### src/rtl/fifo_write_arbiter_if.sv
// Handshake bundle between NUM_REQ producers, the write arbiter and one FIFO write port.
// The arbiter connects through the slave modport; producers and the FIFO sit on the master side.
interface fifo_write_arbiter_if #(
    parameter int NUM_REQ    = 4,
    parameter int DATA_WIDTH = 8,
    parameter int PAR_WRITE  = 1
);
    localparam int ID_W = $clog2(NUM_REQ);

    logic [NUM_REQ-1:0]    req;
    logic [DATA_WIDTH-1:0] req_data [NUM_REQ][PAR_WRITE];
    logic [NUM_REQ-1:0]    ack;
    logic [DATA_WIDTH-1:0] fifo_data [PAR_WRITE];
    logic                  fifo_write_enable;
    logic                  fifo_ready;
    logic [ID_W-1:0]       grant_id;
    logic                  busy;

    modport master (
        output req, req_data, fifo_ready,
        input  ack, fifo_data, fifo_write_enable, grant_id, busy
    );

    modport slave (
        input  req, req_data, fifo_ready,
        output ack, fifo_data, fifo_write_enable, grant_id, busy
    );
endinterface

### src/rtl/fifo_write_arbiter.sv
// Round-robin arbiter sharing one FIFO write port among NUM_REQ producers.
// A grant lasts up to BURST accepted writes, then priority moves past the granted producer.
module fifo_write_arbiter #(
    parameter int NUM_REQ    = 4,
    parameter int DATA_WIDTH = 8,
    parameter int PAR_WRITE  = 1,
    parameter int BURST      = 4
) (
    input logic                 clk,
    input logic                 rst,
    fifo_write_arbiter_if.slave bus
);
    localparam int ID_W  = $clog2(NUM_REQ);
    localparam int CNT_W = $clog2(BURST + 1);

    typedef enum logic {IDLE, XFER} state_t;

    state_t           state;
    logic [ID_W-1:0]  rr_ptr;
    logic [ID_W-1:0]  grant_id;
    logic [ID_W-1:0]  next_grant;
    logic [ID_W-1:0]  grant_succ;
    logic [CNT_W-1:0] burst_cnt;
    logic             busy_q;
    logic             write_en;
    logic             accept;
    logic             last_beat;

    // Scan downwards so the producer closest to rr_ptr is the last (winning) assignment.
    // NOTE: every always_comb output gets a default before any conditional write, so no latch is inferred.
    always_comb begin : pick_next
        logic [ID_W-1:0] idx;
        next_grant = rr_ptr;
        idx        = '0;
        for (int k = NUM_REQ - 1; k >= 0; k--) begin
            idx = ID_W'((int'(rr_ptr) + k) % NUM_REQ);
            if (bus.req[idx]) next_grant = idx;
        end
    end

    assign grant_succ = (grant_id == ID_W'(NUM_REQ - 1)) ? '0 : grant_id + 1'b1;
    assign last_beat  = (burst_cnt == CNT_W'(BURST - 1));

    // Derived from the async-reset state, so reset kills the write strobe without a clock edge.
    assign write_en = (state == XFER) && bus.req[grant_id];
    assign accept   = write_en && bus.fifo_ready;

    assign bus.fifo_write_enable = write_en;
    assign bus.grant_id          = grant_id;
    assign bus.busy              = busy_q;

    always_comb begin
        bus.ack = '0;
        if (accept) bus.ack[grant_id] = 1'b1;
    end

    always_comb begin
        for (int w = 0; w < PAR_WRITE; w++) begin
            bus.fifo_data[w] = bus.req_data[grant_id][w];
        end
    end

    // NOTE: sequential state uses non-blocking assignments so every register samples pre-edge values.
    always_ff @(posedge clk or negedge rst) begin
        if (!rst) begin
            state     <= IDLE;
            rr_ptr    <= '0;
            grant_id  <= '0;
            burst_cnt <= '0;
            busy_q    <= 1'b0;
        end else begin
            case (state)
                IDLE: begin
                    if (|bus.req) begin
                        grant_id  <= next_grant;
                        burst_cnt <= '0;
                        state     <= XFER;
                        busy_q    <= 1'b1;
                    end
                end
                XFER: begin
                    // Withdrawal and burst exhaustion both hand priority to the next index.
                    if (!bus.req[grant_id] || (accept && last_beat)) begin
                        state  <= IDLE;
                        busy_q <= 1'b0;
                        rr_ptr <= grant_succ;
                    end else if (accept) begin
                        burst_cnt <= burst_cnt + 1'b1;
                    end
                end
                default: begin
                    state  <= IDLE;
                    busy_q <= 1'b0;
                end
            endcase
        end
    end
endmodule

### src/flat_wrapper.sv
// flat-port wrapper written by rule: the top's interface ports become plain ports
module fifo_write_arbiter_flat 
#(
    parameter int NUM_REQ    = 4,
    parameter int DATA_WIDTH = 8,
    parameter int PAR_WRITE  = 1,
    parameter int BURST      = 4
)
  (clk, rst, bus_req, bus_req_data, bus_fifo_ready, bus_ack, bus_fifo_data, bus_fifo_write_enable, bus_grant_id, bus_busy);
  fifo_write_arbiter_if #(.NUM_REQ(NUM_REQ), .DATA_WIDTH(DATA_WIDTH), .PAR_WRITE(PAR_WRITE)) bus_i ();
  input logic clk;
  input logic rst;
  input wire logic [$bits(bus_i.req)-1:0] bus_req;
  input wire logic [$bits(bus_i.req_data)-1:0] bus_req_data;
  input wire logic [$bits(bus_i.fifo_ready)-1:0] bus_fifo_ready;
  output wire logic [$bits(bus_i.ack)-1:0] bus_ack;
  output wire logic [$bits(bus_i.fifo_data)-1:0] bus_fifo_data;
  output wire logic [$bits(bus_i.fifo_write_enable)-1:0] bus_fifo_write_enable;
  output wire logic [$bits(bus_i.grant_id)-1:0] bus_grant_id;
  output wire logic [$bits(bus_i.busy)-1:0] bus_busy;
  assign bus_i.req = bus_req;
  assign bus_i.req_data = {>>{bus_req_data}};
  assign bus_i.fifo_ready = bus_fifo_ready;
  assign bus_ack = bus_i.ack;
  assign bus_fifo_data = {>>{bus_i.fifo_data}};
  assign bus_fifo_write_enable = bus_i.fifo_write_enable;
  assign bus_grant_id = bus_i.grant_id;
  assign bus_busy = bus_i.busy;
  fifo_write_arbiter #(.NUM_REQ(NUM_REQ), .DATA_WIDTH(DATA_WIDTH), .PAR_WRITE(PAR_WRITE), .BURST(BURST)) u_core (.clk(clk), .rst(rst), .bus(bus_i));
endmodule
### config.mk
export PLATFORM = sky130hd
export DESIGN_NAME = fifo_write_arbiter_flat
export DESIGN_NICKNAME = d
export VERILOG_FILES = /design/src/rtl/fifo_write_arbiter_if.sv /design/src/rtl/fifo_write_arbiter.sv /design/src/flat_wrapper.sv
export SDC_FILE = /design/constraint.sdc
export NUM_CORES = 1
export LEC_CHECK = 0
export ABC_AREA = 1
export BUFFER_PORTS_ARGS = -buffer_cell sky130_fd_sc_hd__buf_2
export CAP_MARGIN = 20
export CORE_UTILIZATION = 44
export CTS_CLUSTER_DIAMETER = 150
export CTS_CLUSTER_SIZE = 28
export DETAILED_ROUTE_END_ITERATION = 7
export PLACE_DENSITY = 0.78
export SLEW_MARGIN = 20
export SYNTH_ARGS = -nofsm -noshare
export SYNTH_HDL_FRONTEND = slang
export SYNTH_SLANG_ARGS = --single-unit
### constraint.sdc
create_clock -name clk -period 2 [get_ports clk]
set_input_delay 0.5 -clock clk [delete_from_list [all_inputs] [get_ports clk]]
set_output_delay 0.5 -clock clk [all_outputs]
set_load 0.01 [all_outputs]
==> summary.txt, run 1 <==
Floorplanning
  • Rows: 16
  • Die Y: slightly below 50 microns
  • Starting density of the core: between 40% and 50%
  • Die Wd: 49.2 microns
  • Die ar.: 2420 sq um
  • Core outline area: 2020 sq um
  • # IOs: 55

Logic synthesis
  • Post-synth cell types: 20
  • Leading area contributor after synthesis: dfrtp_1
  • Post-Synth XOR/XNOR Area: 0%
  • Post-synthesis simple-gate area fraction: between 30% and 40%
  • Register area share after synthesis: a little under a quarter
  • Synth async-reset ratio: between 90% and 100%
  • Mapped cell area: ~1000 sq um
  • Largest family of logic cells by synthesized area: simple AND/OR/NAND/NOR gates
  • Yosys top cell area share: 23.0%
  • Largest cells by area after synthesis: dfrtp_1 23%, nand2_1 16%, o21ai_0 11%
  • Post-synth EDFFs: 0
  • Post-synthesis adder-cell area fraction: roughly 7.7%
  • Yosys Warn Count: 0
  • Prevailing post-synth register cell: dfrtp_1
  • Most common library cells after synthesis: 42 x nand2_1, 23 x nor2_1, 22 x o21ai_0
  • Complex-gate fraction of the synthesized area: about a fifth
  • Instance count of the mapped netlist: about 160
  • Most frequent cell after synthesis: nand2_1
  • Mux contribution to synthesized area: 0%
  • Syn avg cell area: just over 6 sq um
  • FF+latch count, synth: 9
  • Post-Syn Nets: slightly above 200

Timing
  • RSZ-0062 raised after global routing: true
  • Headroom to the max-slew limit: between 70% and 80%
  • Final setup vio count: 0
  • Final hold slack: 0.0644 ns
  • Period utilization: a little over nine tenths
  • Final TNS setup: 0 ns
  • Slew at the pin with the worst max-slew slack: around 0.32 ns
  • Pins over their slew limit: 0
  • Hold Fails Final Rpt: 0
  • Achievable Freq: 506 MHz
  • Tmin final: between 1.5 and 2 ns
  • Fin worst setup slack: 0.0229 ns
  • Clock Skew: 0.0101 ns

Placed design
  • HPWL after detailed placement: 2.26 mm
  • Pre-CTS setup slack: ~0.15 ns
  • Inst Count DP: roughly 240
  • Port-buffer cells: between 50 and 60
  • RD Place Congestion: around 0.8
  • DP Area: around 1300 sq um

Routing
  • 1st-iter DRT viols: 22
  • Via density per instance: 5.04
  • Total wire length: approximately 2.8 mm
  • Drt drc: 0
  • Final ANT Viol Nets: 0
  • Total number of vias: ~1200
  • WL/cell: between 10 and 15 microns
  • DRT Pass-1 Iters: 4

Clocking
  • Post CTS Setup Buffer Count: 0
  • CTS max path bufs: 2
  • Root Driver: clkbuf_4
  • Clock transition at the registers of the reported paths: roughly 0.070 ns
  • CTS tree: built
  • Worst skew pair latency: between 0.2 and 0.3 ns
  • TritonCTS buffer count: 3
  • Num Clock Sinks: 9
  • H-tree Lvls: 1

Global route
  • Largest net degree at the start of global routing: 12
  • GRT Util Overall: 24.7%
  • Vias in the first global route: 1135
  • Initial antenna violation count: 0
  • First-pass GRT wire length: ~4.7 mm
  • GRT overflow: 0

Hold path
  • HP Class: in2async

Layout
  • Post-layout util: 65.3%
  • Post-layout instance area: 1320 sq um
  • Final std cells w/o fill: roughly 250
  • Antenna Cells: 0
  • Area growth from synthesis to layout: 34.6%
  • Nets: roughly 260
  • Fillers: roughly 180
  • Layout cells sized above 1: between 30% and 40%

Critical path
  • FF-to-FF path depth: 8
  • WS Path Type: reg2out
  • CP Launch Type: flip-flop
  • Largest stage delay on the critical path: roughly 0.43 ns
  • Critical path data arrival time: around 1.5 ns
  • Register-to-Register Setup Slack: between 0.5 and 0.6 ns
  • WP data required: approximately 1.5 ns
  • CP max stage cell: dfrtp_2
  • Worst-path fanout max: 5
  • CP Cell Sequence: inv_2 -> nand2_2 -> nand3_2 -> nand2_2 -> nor3_4 -> inv_2 -> nor2_1 -> buf_2
  • CP Capture Type: output port

Power and ir drop
  • Gate power share: 72.8%
  • Clock share of power: roughly 7.6%
  • Power per cell area: around 1400 nW/um^2
  • Total leakage power: ~0.76 nW
  • Switching share of power: a little over half
  • Part of the power in registers: about a fifth
  • Total net switching power: between 1 and 1.5 mW
  • Pwr Total: about 1.9 mW
  • VDD IR-drop max: 1.02 mV
  • Int Power: ~890 uW

Run
  • Max_cap viols: 0

Outcome
  • Outcome: complete, no violations
==> sequential cells by signal, indices dropped and copies added (netlist names) <==
register / cells
u_core.bus.grant_id: 2
u_core.rr_ptr: 2
u_core.state: 1
u_core.burst_cnt: 3
u_core.bus.busy: 1
==> cell type report <==
| type | count | area (sq um) | area share [%] |
|---|---|---|---|
| multi-input combinational | 122 | 631 | 47.8 |
| timing repair buffer | 60 | 315 | 23.9 |
| sequential | 9 | 228 | 17.3 |
| inverter | 23 | 86.3 | 6.54 |
| tap | 27 | 33.8 | 2.56 |
| clock buffer | 4 | 26.3 | 1.99 |
==> power groups by stage <==
| stage | clock network [mW] | logic [mW] | registers, mW |
|---|---|---|---|
| after global placement | 0 | 1.32 | 0.364 |
| final | 0.145 | 1.39 | 0.375 |
| after detailed placement | 0 | 1.38 | 0.371 |
| after global routing | 0.153 | 1.56 | 0.388 |
| after CTS | 0.146 | 1.38 | 0.372 |
| after floorplan | 0 | 1.00 | 0.332 |
==> cells in the final DEF, fill, tap and decap left out, types with 2 or more instances in the layout <==
cell type	netlist	layout
nand2_1	42	40
nand3_2	3	3
dfrtp_1	9	7
inv_1	20	19
buf_4	1	6
nand3_1	9	9
ha_1	6	6
clkbuf_4	0	3
buf_2	1	54
inv_2	3	4
o21ai_0	22	22
nor2_1	23	22
nand2_2	3	5
o22ai_1	9	9
dfrtp_2	0	2
==> layer usage <==
metal	track usage, %	part of all wire, %	up-vias
met5	0	0	-
li1	-	-	632
met2	45.0	50	48
met1	29.0	43	552
met4	5.88	0.36	0
met3	5.30	6.5	2
==> logic make-up (layout without fill, tap and decap cells) <==
family          count (synthesis)  count (layout)
simple gates                   82              82
compound gates                 34              34
buf+inv                        30              87
flops                           9               9
fa+ha+maj                       6               6
==> what timing repair did <==
action                                  CTS  global route
endpoints found under the setup margin    4             4
hold buffers                              0             0
pin swaps                                 0             1
endpoints found under the hold margin     0             0
resized for setup                         2             4
==> path summary, 6_finish.rpt <==
check                                  startpoint                endpoint
setup / recovery           u_core.bus.grant_id[0]              bus_ack[2]
hold / removal                                rst     u_core.burst_cnt[2]
setup reg to reg              u_core.burst_cnt[0]        u_core.rr_ptr[0]
hold reg to reg               u_core.burst_cnt[1]     u_core.burst_cnt[1]
max in group asynchronous                     rst  u_core.bus.grant_id[1]
min in group clk              u_core.burst_cnt[1]     u_core.burst_cnt[1]
==> worst max-delay path, delay by kind of cell (launching register included) <==
kind,cells,cell delay (ns)
buffers and inverters,3,0.32
flip-flops,1,0.43
AND/OR/NAND/NOR,5,0.46
(Power assumes the default switching activity.)
==> inputs of run 2 (changes only) <==
Settings changed: PLACE_DENSITY 0.78 to 0.8.
==> run 2 against run 1 <==
Cell count is 1.2% higher. Wire length is 3.0% lower. First-iteration DRC count is 32% higher. Count of clock-buffer cells in the layout stayed put. Highest routed layer unchanged. The flow now finishes with violations (setup timing). Die area stayed put. Flip-flop and latch count stayed put.
==> summary.txt, run 2 (synthesis results as in run 1) <==
Outcome
  • Outcome: finished with violations
  • Failing checks: setup timing

Power and ir drop
  • Part of the power in registers: 18.8% (-0.8 points)
  • Switching share of power: 52.2% (-1.4 points)
  • Total net switching power: 1.03 mW (+0.28%)
  • Total leakage power: 0.782 nW (+2.3%)
  • Gate power share: 74.1% (+1.3 points)
  • Power per cell area: 1460 nW/um^2 (+0.52%)
  • Clock share of power: 7.1% (-0.5 points)
  • Pwr Total: 1.97 mW (+3.0%)
  • VDD IR-drop max: 0.747 mV (-27%)
  • Int Power: 942 uW (+6.1%)

Clocking
  • Clock transition at the registers of the reported paths: 0.06 ns (about the same)
  • Worst skew pair latency: 0.26 ns (about the same)
  • H-tree Lvls: 1 (unchanged)
  • Root Driver: clkbuf_4
  • TritonCTS buffer count: 3 (unchanged)
  • CTS hold repair buffers: 0 (unchanged)
  • Num Clock Sinks: 9 (unchanged)
  • CTS max path bufs: 2 (unchanged)
  • CTS tree: built

Critical path
  • WS Path Type: reg2out
  • Worst-path fanout max: 5 (unchanged)
  • CP startpoint: u_core.bus.grant_id[0]
  • Critical path data arrival time: 1.50 ns (+0.02 ns)
  • CP Capture Type: output port
  • CP Launch Type: flip-flop
  • WP data required: 1.50 ns (about the same)
  • Crit Reg-Reg Startpoint: u_core.rr_ptr[0]
  • Register-to-Register Setup Slack: 0.57 ns (+0.04 ns)
  • FF-to-FF path depth: 12 (+4)
  • R2R Path End: u_core.bus.grant_id[0]

Layout
  • Layout cells sized above 1: 37.6% (+0.86 points)
  • Area growth from synthesis to layout: 37.9%
  • Most frequent cells in the layout: 54 x buf_2, 40 x nand2_1, 22 x nor2_1, 19 x inv_1, 19 x o21ai_0
  • Max reg flops: 3 (unchanged)
  • Post-layout instance area: 1350 sq um (+2.5%)
  • Top flop regs: u_core.burst_cnt (3), u_core.bus.grant_id (2), u_core.rr_ptr (2)
  • Nets: 267 (+1.1%)
  • Most flops, register: u_core.burst_cnt
  • Commonest non-fill, non-tap cell in the layout: buf_2
  • Post-layout util: 66.9% (+1.6 points)
  • Antenna Cells: 0 (unchanged)

Timing
  • Hold Fails Final Rpt: 0 (unchanged)
  • Slew at the pin with the worst max-slew slack: 0.296 ns (-0.0267 ns)
  • Fin worst setup slack: -0.00203 ns (-0.0249 ns)
  • Pins over their slew limit: 0 (unchanged)
  • Tmin final: 2.00 ns (+0.0249 ns)
  • Final hold slack: 0.0807 ns (+0.0163 ns)
  • Final TNS setup: -0.00267 ns (-0.00267 ns)
  • RSZ-0062 raised after global routing: true
  • Period utilization: 100% (+1.2 points)
  • Clock Skew: 0.00676 ns (-0.00336 ns)
  • Final setup vio count: 2 (+2)
  • Headroom to the max-slew limit: 80.3% (+1.8 points)
  • Achievable Freq: 499 MHz (-1.2%)

Floorplanning
  • Starting density of the core: 48.5% (unchanged)
  • Die Y: 49.2 microns (unchanged)
  • # IOs: 55 (unchanged)
  • Die ar.: 2420 sq um (unchanged)
  • Die Wd: 49.2 microns (unchanged)
  • Core outline area: 2020 sq um (unchanged)
  • Rows: 16 (unchanged)

Routing
  • Total number of vias: 1225 (-0.73%)
  • DRT Pass-1 Iters: 4 (unchanged)
  • WL/cell: 10.9 microns (-4.1%)
  • Via density per instance: 4.94 (-1.9%)
  • Drt drc: 0 (unchanged)
  • 1st-iter DRT viols: 29 (+32%)
  • Total wire length: 2.71 mm (-3.0%)
  • Final ANT Viol Nets: 0 (unchanged)

Global route
  • GRT Util Overall: 23.5% (-1.2 points)
  • Initial antenna violation count: 0 (unchanged)
  • Vias in the first global route: 1079 (-4.9%)
  • GRT overflow: 0 (unchanged)
  • Largest net degree at the start of global routing: 13 (+1)
  • First-pass GRT wire length: 4.54 mm (-3.7%)

Placed design
  • RD Place Congestion: 0.815 (+1.7%)
  • DP Area: 1280 sq um (-0.59%)
  • HPWL after detailed placement: 2.17 mm (-3.9%)
  • Port-buffer cells: 54 (unchanged)

Run
  • Max_cap viols: 0 (unchanged)

Hold path
  • HP Class: in2async
## run 2: changes by cell type in the layout (fill, tap and decap cells not counted), sizes merged
cell,before,now
buf,60,63
## run 2: through the flow
stage | worst slack (ns) | instances
global route | -0.111 | 248
floorplan | 0.170 | 161
detailed placement | 0.167 | 240
global placement | 0.211 | 240
finish | -0.00203 | 248
CTS | 0.00812 | 245
## run 2: worst max path at each step
stage	to	slack [ns]	cells after the start
3_5_place_dp	bus_ack[1]	0.17	8
3_3_place_gp	bus_ack[0]	0.21	8
2_1_floorplan	bus_ack[0]	0.17	6
4_1_cts	bus_ack[1]	0.008	8
6_report	bus_ack[1]	-0.002	8
5_1_grt	bus_ack[0]	-0.11	8
## run 2: area by class of cell
cell class,instances,area (sq um)
clock buffers,4,26.3
well taps,27,33.8
multi-input cells,122,631
fillers,185,669
repair buffers,63,345
flip-flops and latches,9,228
inverters,23,88.8
## run 2: worst max-delay path: stages, from the launching register on
cell,delay (ns)
dfrtp_2,0.45
inv_4,0.08
nand2_2,0.05
nand3_2,0.07
nand2_2,0.07
nor3_4,0.20
inv_2,0.08
nor2_1,0.11
buf_2,0.13
## run 2: metal layers
layer | GRT usage [%] | routed length, microns
met2 | 39.5 | 1380
met4 | 5.39 | 8
met1 | 30.9 | 1210
met3 | 4.36 | 114
met5 | 0 | 0
## run 2: power groups by stage
stage | Clock (mW) | Sequential (mW) | Combinational, mW
2_1_floorplan | 0 | 0.332 | 1.00
3_3_place_gp | 0 | 0.359 | 1.31
3_5_place_dp | 0 | 0.367 | 1.35
4_1_cts | 0.141 | 0.370 | 1.38
5_1_grt | 0.151 | 0.386 | 1.66
6_report | 0.139 | 0.370 | 1.46
## run 2: timing repair
action | 4_1_cts | 5_1_grt
pin swaps | 0 | 6
cloned | 0 | 0
buffers inserted | 1 | 3
gates resized for setup | 3 | 9
setup endpoints to repair | 4 | 10
==> inputs of run 3 (changes only) <==
Settings changed: CORE_MARGIN from default to 5, MAX_ROUTING_LAYER from default to met4, SLEW_MARGIN 20 to default.
==> run 3 against run 2 <==
The run now ends clean. Clock skew shrank 0.0054 ns. Wire length grew 6.6%. Critical path type unchanged. Worst hold slack lost 0.0029 ns. Setup slack gained 0.020 ns. Critical endpoint is now bus_ack[3]. Count of clock-buffer cells in the layout is the same. Combinational power is essentially flat. Fmax grew 0.99%. Cell count shrank 0.40%. Via count shrank 0.24%. Clock power grew 4%. Sequential share of layout area grew 0.14 points.
==> summary.txt, run 3 (synthesis results as in run 1) <==
Outcome
  • Outcome: complete, no violations

Floorplanning
  • Starting density of the core: 45.2% (-3.3 points)
  • Die ar.: 3270 sq um (+35%)
  • # IOs: 55 (unchanged)
  • Core outline area: 2170 sq um (+7.3%)
  • Die Wd: 57.2 microns (+16%)
  • Rows: 17 (+1)
  • Die Y: 57.2 microns (+16%)

Power and ir drop
  • VDD IR-drop max: 0.805 mV (+7.8%)
  • Total leakage power: 0.773 nW (-1.2%)
  • Clock share of power: 7.5% (+0.4 points)
  • Power per cell area: 1440 nW/um^2 (-1.0%)
  • Part of the power in registers: 18.2% (-0.6 points)
  • Total net switching power: 1.02 mW (-0.62%)
  • Int Power: 901 uW (-4.3%)
  • Gate power share: 74.3% (+0.2 points)
  • Switching share of power: 53.1% (+0.94 points)

Clocking
  • Worst skew pair latency: 0.26 ns (about the same)
  • CTS max path bufs: 2 (unchanged)
  • Clock transition at the registers of the reported paths: 0.07 ns (about the same)
  • Root Driver: clkbuf_4
  • CTS hold repair buffers: 0 (unchanged)
  • TritonCTS buffer count: 3 (unchanged)
  • Num Clock Sinks: 9 (unchanged)
  • CTS tree: built
  • H-tree Lvls: 1 (unchanged)

Run
  • Max_cap viols: 0 (unchanged)

Global route
  • Initial antenna violation count: 0 (unchanged)
  • Largest net degree at the start of global routing: 20 (+7)
  • Vias in the first global route: 1107 (+2.6%)
  • First-pass GRT wire length: 4.58 mm (+0.90%)
  • GRT overflow: 0 (unchanged)
  • GRT Util Overall: 17.8% (-5.7 points)

Routing
  • DRT Pass-1 Iters: 4 (unchanged)
  • Total number of vias: 1222 (-0.24%)
  • Final ANT Viol Nets: 0 (unchanged)
  • Total wire length: 2.89 mm (+6.6%)
  • Via density per instance: 4.95 (+0.16%)
  • 1st-iter DRT viols: 68 (+130%)
  • WL/cell: 11.7 microns (+7.0%)
  • Drt drc: 0 (unchanged)

Timing
  • Pins over their slew limit: 0 (unchanged)
  • Headroom to the max-slew limit: 79.8% (-0.43 points)
  • Period utilization: 99.1% (-0.99 points)
  • Final setup vio count: 0 (-2)
  • Clock Skew: 0.00138 ns (-0.00539 ns)
  • RSZ-0062 raised after global routing: true
  • Slew at the pin with the worst max-slew slack: 0.303 ns (+0.00650 ns)
  • Final hold slack: 0.0777 ns (-0.00294 ns)
  • Final TNS setup: 0 ns (+0.00267 ns)
  • Tmin final: 1.98 ns (-0.0197 ns)
  • Hold Fails Final Rpt: 0 (unchanged)
  • Achievable Freq: 504 MHz (+0.99%)

Placed design
  • HPWL after detailed placement: 2.30 mm (+5.8%)
  • DP Area: 1270 sq um (-0.49%)
  • Port-buffer cells: 54 (unchanged)
  • RD Place Congestion: 0.919 (+13%)

Critical path
  • Register-to-Register Setup Slack: 0.59 ns (+0.02 ns)
  • Worst path depth: 8 (unchanged)
  • FF-to-FF path depth: 12 (unchanged)
  • Worst-path fanout max: 5 (unchanged)
  • WS Path Type: reg2out
  • CP top delay family: simple AND/OR/NAND/NOR gates
  • CP Cell Sequence: inv_2 -> nand2_2 -> nand3_2 -> nand2_2 -> nor3_4 -> inv_2 -> nor2_1 -> buf_2
  • CP max stage cell: dfrtp_2
  • Critical path data arrival time: 1.48 ns (-0.02 ns)
  • CP Capture Type: output port
  • CP Launch Type: flip-flop
  • R2R Path End: u_core.bus.grant_id[0]
  • Bufs and invs on worst path: 3 (unchanged)
  • Largest stage delay on the critical path: 0.44 ns (about the same)
  • WP data required: 1.50 ns (about the same)
  • CP startpoint: u_core.bus.grant_id[0]
  • Worst Setup EP: bus_ack[3]
  • Crit Reg-Reg Startpoint: u_core.rr_ptr[0]

Layout
  • Nets: 265 (-0.75%)
  • Post-layout instance area: 1330 sq um (-1.4%)
  • Post-layout util: 61.5% (-5.4 points)
  • Max reg flops: 3 (unchanged)
  • Commonest non-fill, non-tap cell in the layout: buf_2
  • Antenna Cells: 0 (unchanged)
  • Most flops, register: u_core.burst_cnt
  • Most frequent cells in the layout: 54 x buf_2, 40 x nand2_1, 21 x nor2_1, 20 x o21ai_0, 19 x inv_1
  • Top flop regs: u_core.burst_cnt (3), u_core.bus.grant_id (2), u_core.rr_ptr (2)
  • Layout cells sized above 1: 37.0% (-0.57 points)
  • Area growth from synthesis to layout: 36.0%

Hold path
  • HP Class: in2async
## run 3: worst min-delay path by stage
stage          start                  end  slack [ns]  cells after the start
2_1_floorplan    rst  u_core.burst_cnt[0]        0.20                      0
3_3_place_gp     rst      u_core.bus.busy        0.36                      1
3_5_place_dp     rst         u_core.state        0.36                      1
4_1_cts          rst     u_core.rr_ptr[1]        0.08                      1
5_1_grt          rst     u_core.rr_ptr[1]        0.09                      1
6_report         rst     u_core.rr_ptr[1]        0.08                      1
## run 3: stage by stage
step	instances	setup WS, ns	total power, mW
6_report	247	0.0177	1.92
5_1_grt	247	-0.0410	2.13
4_1_cts	246	0.0228	1.89
3_5_place_dp	240	0.130	1.71
3_3_place_gp	240	0.186	1.70
2_1_floorplan	161	0.170	1.33
## run 3: metal layers
metal | share of wire, % | vias up | wire, microns | track usage (%)
li1 | - | 635 | - | -
met2 | 43 | 52 | 1250 | 29.0
met4 | 0.87 | 0 | 25 | 5.96
met1 | 44 | 529 | 1270 | 21.0
met5 | 0 | - | 0 | -
met3 | 12 | 6 | 344 | 4.98
## run 3: power by group through the flow
stage	clock network, mW	registers, mW	logic (mW)
after floorplan	0	0.332	1.00
after global placement	0	0.360	1.34
after detailed placement	0	0.360	1.35
after CTS	0.146	0.348	1.40
after global routing	0.156	0.361	1.61
final	0.145	0.350	1.43
## run 3: area by class of cell
type                       count  area (sq um)
multi-input combinational    122           633
sequential                     9           226
clock buffer                   4          26.3
fill                         222           836
timing repair buffer          61           327
tap                           28          35.0
inverter                      23          86.3
## run 3: what timing repair did
action,in CTS,in global routing
buffers inserted,2,1
gates cloned,0,0
pin swaps,0,1
endpoints found under the setup margin,4,6
gates resized for setup,2,7
